[src/rtl/mux8x1_src_seq.sv]
// rtl/mux8x1_src_seq.sv - 8x4 register bank feeding an 8:1 mux plus a select scan sequencer
module mux8x1_src_seq #(
  parameter int DIV = 1
) (
  input  logic       clk,
  input  logic       rst,
  input  logic       we,
  input  logic [2:0] waddr,
  input  logic [3:0] wdata,
  input  logic       start,
  input  logic       loop_en,
  input  logic       stop,
  output logic [3:0] i0,
  output logic [3:0] i1,
  output logic [3:0] i2,
  output logic [3:0] i3,
  output logic [3:0] i4,
  output logic [3:0] i5,
  output logic [3:0] i6,
  output logic [3:0] i7,
  output logic       s0,
  output logic       s1,
  output logic       s2,
  output logic       busy,
  output logic       last,
  output logic       done
);

  typedef enum logic [1:0] {IDLE, SCAN, DONE} state_t;

  state_t     state;
  logic [2:0] sel;
  logic [3:0] dcnt;
  logic [3:0] bank [8];
  logic       step;

  assign step = (dcnt == 4'(DIV - 1));

  always_ff @(posedge clk or posedge rst) begin
    if (rst) begin
      for (int k = 0; k < 8; k++) bank[k] <= '0;
    end else if (we) begin
      bank[waddr] <= wdata;
    end
  end

  // dcnt restarts on SCAN entry and every sel change so each entry dwells exactly DIV cycles
  always_ff @(posedge clk or posedge rst) begin
    if (rst) begin
      state <= IDLE;
      sel   <= 3'd0;
      dcnt  <= 4'd0;
    end else begin
      case (state)
        IDLE: begin
          sel  <= 3'd0;
          dcnt <= 4'd0;
          if (start) state <= SCAN;
        end
        SCAN: begin
          if (stop) begin
            state <= IDLE;
            sel   <= 3'd0;
            dcnt  <= 4'd0;
          end else if (step) begin
            dcnt <= 4'd0;
            if (sel != 3'd7) begin
              sel <= sel + 3'd1;
            end else if (loop_en) begin
              sel <= 3'd0;
            end else begin
              state <= DONE;
            end
          end else begin
            dcnt <= dcnt + 4'd1;
          end
        end
        DONE: begin
          state <= IDLE;
          sel   <= 3'd0;
          dcnt  <= 4'd0;
        end
        default: begin
          state <= IDLE;
          sel   <= 3'd0;
          dcnt  <= 4'd0;
        end
      endcase
    end
  end

  assign i0 = bank[0];
  assign i1 = bank[1];
  assign i2 = bank[2];
  assign i3 = bank[3];
  assign i4 = bank[4];
  assign i5 = bank[5];
  assign i6 = bank[6];
  assign i7 = bank[7];

  assign {s2, s1, s0} = sel;
  assign busy = (state == SCAN);
  assign last = (state == SCAN) && (sel == 3'd7);
  assign done = (state == DONE);

endmodule

[config.mk]
export PLATFORM = sky130hd
export DESIGN_NAME = mux8x1_src_seq
export DESIGN_NICKNAME = d
export VERILOG_FILES = /design/src/rtl/mux8x1_src_seq.sv
export SDC_FILE = /design/constraint.sdc
export NUM_CORES = 1
export LEC_CHECK = 0
export ABC_CLOCK_PERIOD_IN_PS = 1400
export BUFFER_PORTS_ARGS = -buffer_cell sky130_fd_sc_hd__buf_2
export CAP_MARGIN = 10
export CORE_MARGIN = 3
export CORE_UTILIZATION = 45
export CTS_BUF_LIST = sky130_fd_sc_hd__clkbuf_8 sky130_fd_sc_hd__clkbuf_16
export DETAILED_ROUTE_END_ITERATION = 16
export PLACE_DENSITY = 0.8
export SYNTH_ARGS = -nofsm -noshare
export SYNTH_HDL_FRONTEND = slang
export SYNTH_SLANG_ARGS = --single-unit
[constraint.sdc]
create_clock -name clk -period 1.4 [get_ports clk]
set_input_delay 0.28 -clock clk [delete_from_list [all_inputs] [get_ports clk]]
set_output_delay 0.28 -clock clk [all_outputs]
set_load 0.1 [all_outputs]
==> results of run 1 <==
[flip-flops by register name, summed over array words and instances (netlist names)]
signal	flops
dcnt	4
i0	4
i1	4
i2	4
i3	4
i4	4
i5	4
i6	4
i7	4
sel	3
state	2
[power by group]
part,switching (mW),internal (mW),leakage [nW],total [mW]
logic,1.85,0.400,0.592,2.25
registers,0.116,1.40,0.502,1.52
clock network,0.391,0.399,0.0512,0.790
[worst register-to-register path, delay by kind of cell (launching register included)]
family          cells  cell delay (ns)
flops               1             0.49
simple gates        1             0.37
fa+ha+maj           2             0.33
buf+inv             2             0.24
compound gates      1             0.11
[routing by layer]
metal	global-route usage (%)	routed length (microns)	vias up
met5	0	0	-
met3	3.161	128	10
li1	-	-	576
met1	21.27	1592	602
met4	11.14	107	0
met2	32.32	2137	32
[layout by cell type, fill, tap and decap left out, types with 2 or more instances in the layout]
| master | instances |
|---|---|
| mux2_2 | 32 |
| clkbuf_8 | 6 |
| nor2b_4 | 3 |
| nand3_1 | 3 |
| buf_12 | 6 |
| inv_1 | 3 |
| a21oi_2 | 2 |
| nor3b_2 | 4 |
| buf_6 | 2 |
| nor2_1 | 4 |
| ha_4 | 2 |
| dfrtp_4 | 2 |
| buf_2 | 39 |
| o21ai_2 | 2 |
| nand2b_1 | 3 |
| nand4b_1 | 3 |
| nor3_2 | 2 |
| buf_4 | 16 |
| dfrtp_1 | 38 |
| clkbuf_4 | 4 |
[worst max path at each step]
stage                     endpoint  slack, ns  cells after the start
after floorplan               last      -0.26                      2
after detailed placement    sel[0]      -0.10                      5
final                         last      -0.28                      4
after global routing          last      -0.31                      4
after global placement      sel[0]      -0.05                      5
after CTS                     last      -0.28                      4
[per-stage QoR]
stage / power, mW / std cells
5_1_grt: 4.712 / 241
3_3_place_gp: 3.718 / 228
6_report: 4.551 / 241
2_1_floorplan: 3.350 / 120
4_1_cts: 4.552 / 238
3_5_place_dp: 3.758 / 228
[cell type report]
type	count	area, sq um
clock buffers	6	82.58
clock inverters	2	13.76
fillers	238	1028
inverters	3	11.26
multi-input cells	76	778.2
flip-flops and latches	41	1035
well taps	46	57.56
repair buffers	67	488.0
[repair_timing]
action / in CTS / in global routing
endpoints found under the setup margin: 5 / 14
pin swaps: 6 / 4
gates resized for setup: 8 / 15
buffers inserted: 2 / 3
hold endpoints to repair: 0 / 0
[kinds of logic (layout without fill, tap and decap cells)]
kind of cell	count (synthesis)	count (layout)	share of synthesized area, %
flip-flops	41	41	60.03
AO/OA/AOI/OAI	7	7	2.269
multiplexers	32	32	21.08
buffers and inverters	3	78	0.6588
AND/OR/NAND/NOR	31	31	12.01
adder cells (fa/ha/maj)	4	4	2.928
XOR/XNOR	2	2	1.025
==> run metrics, run 1 <==
Worst Skew 0.001803 ns; WP buf/inv 1; endpoint class of the critical path output port; Routed WL per cell 16.45 microns; CTS Buffer Depth 2; syn nets 137; P&R area growth vs syn 44.29%; final wirelength 3.964 mm; cts hold-fix bufs 0; R2R Path End sel[0]; worst path arrival time 1.40 ns; Ys Warns 0; period utilization 119.7%; antenna violations before repair 0; grt ovf 0; Gate Count Post-Synth 120; register bit total from synthesis 41; CTS HTree Levels 2; DRT antenna net count 0; clk root buf clkbuf_8; RSZ-0062 raised after global routing yes; core area 3495 sq um; Core Util, Final 70.57%; Peak Freq 597.0 MHz; Chip Width 67.63 microns; Setup CP Type flop to output port; clock sink count 41; global-route wire length before repair 6.099 mm; post-synthesis sequential area ratio 60.03%; Vias/cell 5.062; DRC Markers 0; worst slack at placement -0.1011 ns; Top delay family on crit path flip-flops; largest net degree at the start of global routing 25; r2r setup slk -0.21 ns; DR iter-0 viols 65; worst path cell trace ha_4 > ha_4 > and2_4 > buf_12; number of global-route vias before repair 1305; Tot GR Track Use 18.62%; r2r startpoint sel[0]; Post-synth top flop dfrtp_1; maxcap violations 0; Pre-antenna DRT Iters 4; syn_area_per_cell 14.24 sq um; Final Max Slew Viols 0; CP peak stage delay 0.49 ns; count leader, synth dfrtp_1; final instance area 2466 sq um; Fin. Hold Viols 0; latest clock arrival within the worst-skew pair 0.28 ns; Worst Hold Slack 0.01334 ns; GP Congestion 0.8066; Worst R2R Path Depth 6; die height 67.63 microns; Tightest Pin Transition 0.4964 ns; number of I/O pins 51; slew margin rel. 67.14%; worst path required time 1.12 ns; synth top area cells dfrtp_1 60%, mux2_2 21%, ha_1 2.9%, nand4b_1 1.5%, nor3b_2 1.5%; Synth top cells by count 41 x dfrtp_1, 32 x mux2_2, 5 x nor2_1, 4 x ha_1; Final Critical Period 1.675 ns; outcome complete, but fails checks; I/O Buffers 50; failing checks setup timing; Synth top area share 60.03%; area of the die 4574 sq um; Initial Util 48.91%; worst vdd ir 1.580 mV; total CTS buffers 5; post-synthesis cell area 1709 sq um; row cnt 21; crit-path max FO 2; cell mode on critical path ha_4; Reg clk slew, reported paths 0.08 ns; Critical Path Source Type flop; setup ws final -0.2751 ns; Pwr Density 1846 nW/um^2; Cell variety after synth 22; Vias 1220; layout cell share with drive strength beyond 1 68.21%; Post-synth EDFFs 0; ant diodes 0; Pleak 1.145 nW; crit path from sel[0]; clock tree from TritonCTS yes; Placement Cell Area 2251 sq um; TNS Setup -0.9842 ns; fraction of registers with async set or reset after synthesis 100.0%; Critical-path top delay cell dfrtp_4; Post-DP HPWL 2.879 mm; final setup fails 8; Nets 211; Yosys top cell by area dfrtp_1; worst min path class input pin to asynchronous set/reset pin
Note: power is estimated with default switching activity, not from simulation.
==> run 2, diff against run 1 <==
==> config.mk (replaced) <==
export PLATFORM = sky130hd
export DESIGN_NAME = mux8x1_src_seq
export DESIGN_NICKNAME = d
export VERILOG_FILES = /design/src/rtl/mux8x1_src_seq.sv
export SDC_FILE = /design/constraint.sdc
export NUM_CORES = 1
export LEC_CHECK = 0
export ABC_CLOCK_PERIOD_IN_PS = 2000
export BUFFER_PORTS_ARGS = -buffer_cell sky130_fd_sc_hd__buf_2
export CAP_MARGIN = 10
export CORE_MARGIN = 3
export CORE_UTILIZATION = 54
export CTS_BUF_LIST = sky130_fd_sc_hd__clkbuf_8 sky130_fd_sc_hd__clkbuf_16
export DETAILED_ROUTE_END_ITERATION = 16
export PLACE_DENSITY = 0.89
export SKIP_CTS_REPAIR_TIMING = 1
export SYNTH_ARGS = -nofsm -noshare
export SYNTH_HDL_FRONTEND = slang
export SYNTH_SLANG_ARGS = --single-unit
==> constraint.sdc (replaced) <==
create_clock -name clk -period 2 [get_ports clk]
set_input_delay 0.4 -clock clk [delete_from_list [all_inputs] [get_ports clk]]
set_output_delay 0.4 -clock clk [all_outputs]
set_load 0.1 [all_outputs]
==> run metrics, run 2 (synthesis gave the netlist of run 1 again) <==
Peak Freq 523.0 MHz; largest net degree at the start of global routing 42; core area 2877 sq um; GP Congestion 0.8078; row cnt 19; WP buf/inv 1; DR iter-0 viols 40; grt met1 use 24.61%; clock group share of total power 17.0%; total CTS buffers 5; most frequent cells in the layout 49 x buf_2, 39 x dfrtp_1, 32 x mux2_2, 6 x clkbuf_8; die height 62.26 microns; Final Critical Period 1.912 ns; clk root buf clkbuf_8; Pwr Density 1455 nW/um^2; P_sw 1.617 mW; Fin. Hold Viols 0; clock tree from TritonCTS yes; antenna violations before repair 0; gr busiest metal met2; setup ws final 0.08781 ns; CP peak stage delay 0.43 ns; worst path required time 1.60 ns; Sw Share 52.19%; cell mode on critical path ha_1; latest clock arrival within the worst-skew pair 0.29 ns; Critical-path top delay cell dfrtp_2; Final Max Slew Viols 0; Worst Skew 0.004531 ns; Worst Hold Slack 0.2157 ns; Vias/cell 5.281; met2 Use GR 36.96%; Gate power share 48.9%; CTS HTree Levels 2; most common cell after layout, fill and taps aside buf_2; Critical Path Source Type flop; DRC Markers 0; Top delay family on crit path adder cells; number of global-route vias before repair 1288; CTS Buffer Depth 2; final wirelength 3.705 mm; final setup fails 0; Tightest Pin Transition 0.5104 ns; Pleak 1.031 nW; period utilization 95.61%; Post-DP HPWL 2.797 mm; P_int 1.482 mW; Chip Width 62.26 microns; crit-path max FO 4; clock sink count 41; FILL cells 201; DRT antenna net count 0; endpoint class of the critical path output port; I/O Buffers 50; Reg power frac 34.1%; outcome complete, no violations; Vias 1167; P&R area growth vs syn 24.60%; number of I/O pins 51; Nets 195; worst path arrival time 1.51 ns; grt ovf 0; worst min path class input pin to asynchronous set/reset pin; Pre-antenna DRT Iters 4; met3 Track Usage GR 5.045%; worst vdd ir 0.9933 mV; ant diodes 0; Setup CP Type flop to output port; worst path cell trace ha_1 > ha_1 > and2_2 > buf_6; layout cell share with drive strength beyond 1 55.31%; Routed WL per cell 16.76 microns; Reg clk slew, reported paths 0.07 ns; global-route wire length before repair 6.279 mm; slew margin rel. 66.21%; maxcap violations 0; Tot GR Track Use 21.14%; worst slack at placement 0.3142 ns; area of the die 3876 sq um; Initial Util 59.42%; RSZ-0062 raised after global routing no
-- run 2: cell types whose count changed in the layout (fill, tap and decap cells not counted), moves of 3 or more --
cell,previous run,this run
buf_12,6,0
buf_2,39,49
buf_4,16,1
clkbuf_4,4,0
ha_1,1,4
o21ai_0,0,3
-- run 2: worst paths after layout --
kind | startpoint | end | slack [ns] | cells after the start
max in group asynchronous | rst | sel[1] | 1.43 | 3
min | rst | sel[0] | 0.22 | 3
max | sel[0] | last | 0.09 | 4
min reg2reg | dcnt[0] | dcnt[0] | 0.50 | 1
min in group clk | start | state[0] | 0.33 | 2
max reg2reg | dcnt[0] | sel[0] | 0.36 | 5
-- run 2: tightest hold or removal path: cells and delay by family --
family	cells	cell delay, ns
buffers and inverters	3	0.54
-- run 2: power groups by stage --
| stage | sequential (mW) | clock (mW) | combinational, mW |
|---|---|---|---|
| 2_1_floorplan | 2.14 | 0 | 0.196 |
| 3_3_place_gp | 1.06 | 0 | 1.50 |
| 3_5_place_dp | 1.07 | 0 | 1.52 |
| 4_1_cts | 1.06 | 0.541 | 1.52 |
| 5_1_grt | 1.08 | 0.577 | 1.55 |
| 6_report | 1.06 | 0.527 | 1.51 |
-- run 2: metal layers --
metal | routed length (microns) | vias up | share of wire, %
met5 | 0 | - | 0
met4 | 111 | 0 | 3.0
met3 | 159 | 12 | 4.3
met2 | 1944 | 46 | 52
met1 | 1490 | 568 | 40
li1 | - | 541 | -
-- run 2: layout make-up --
class / instances / area (sq um) / area share, %
multi-input combinational: 76 / 683.2 / 32.08
clock buffer: 6 / 82.58 / 3.878
inverter: 3 / 11.26 / 0.5288
clock inverter: 2 / 7.507 / 0.3525
tap: 42 / 52.55 / 2.468
sequential: 41 / 1028 / 48.30
timing repair buffer: 51 / 264.0 / 12.40
-- run 2: stage by stage --
step | setup TNS, ns | utilization [%] | std cells | area [sq um] | power (mW)
final | 0 | 74.03 | 221 | 2130 | 3.099
after global routing | 0 | 74.03 | 221 | 2130 | 3.208
after CTS | -0.009312 | 73.81 | 221 | 2123 | 3.121
after detailed placement | 0 | 70.68 | 213 | 2033 | 2.594
after global placement | 0 | 70.68 | 213 | 2033 | 2.556
after floorplan | -0.1010 | - | 120 | 1723 | 2.340
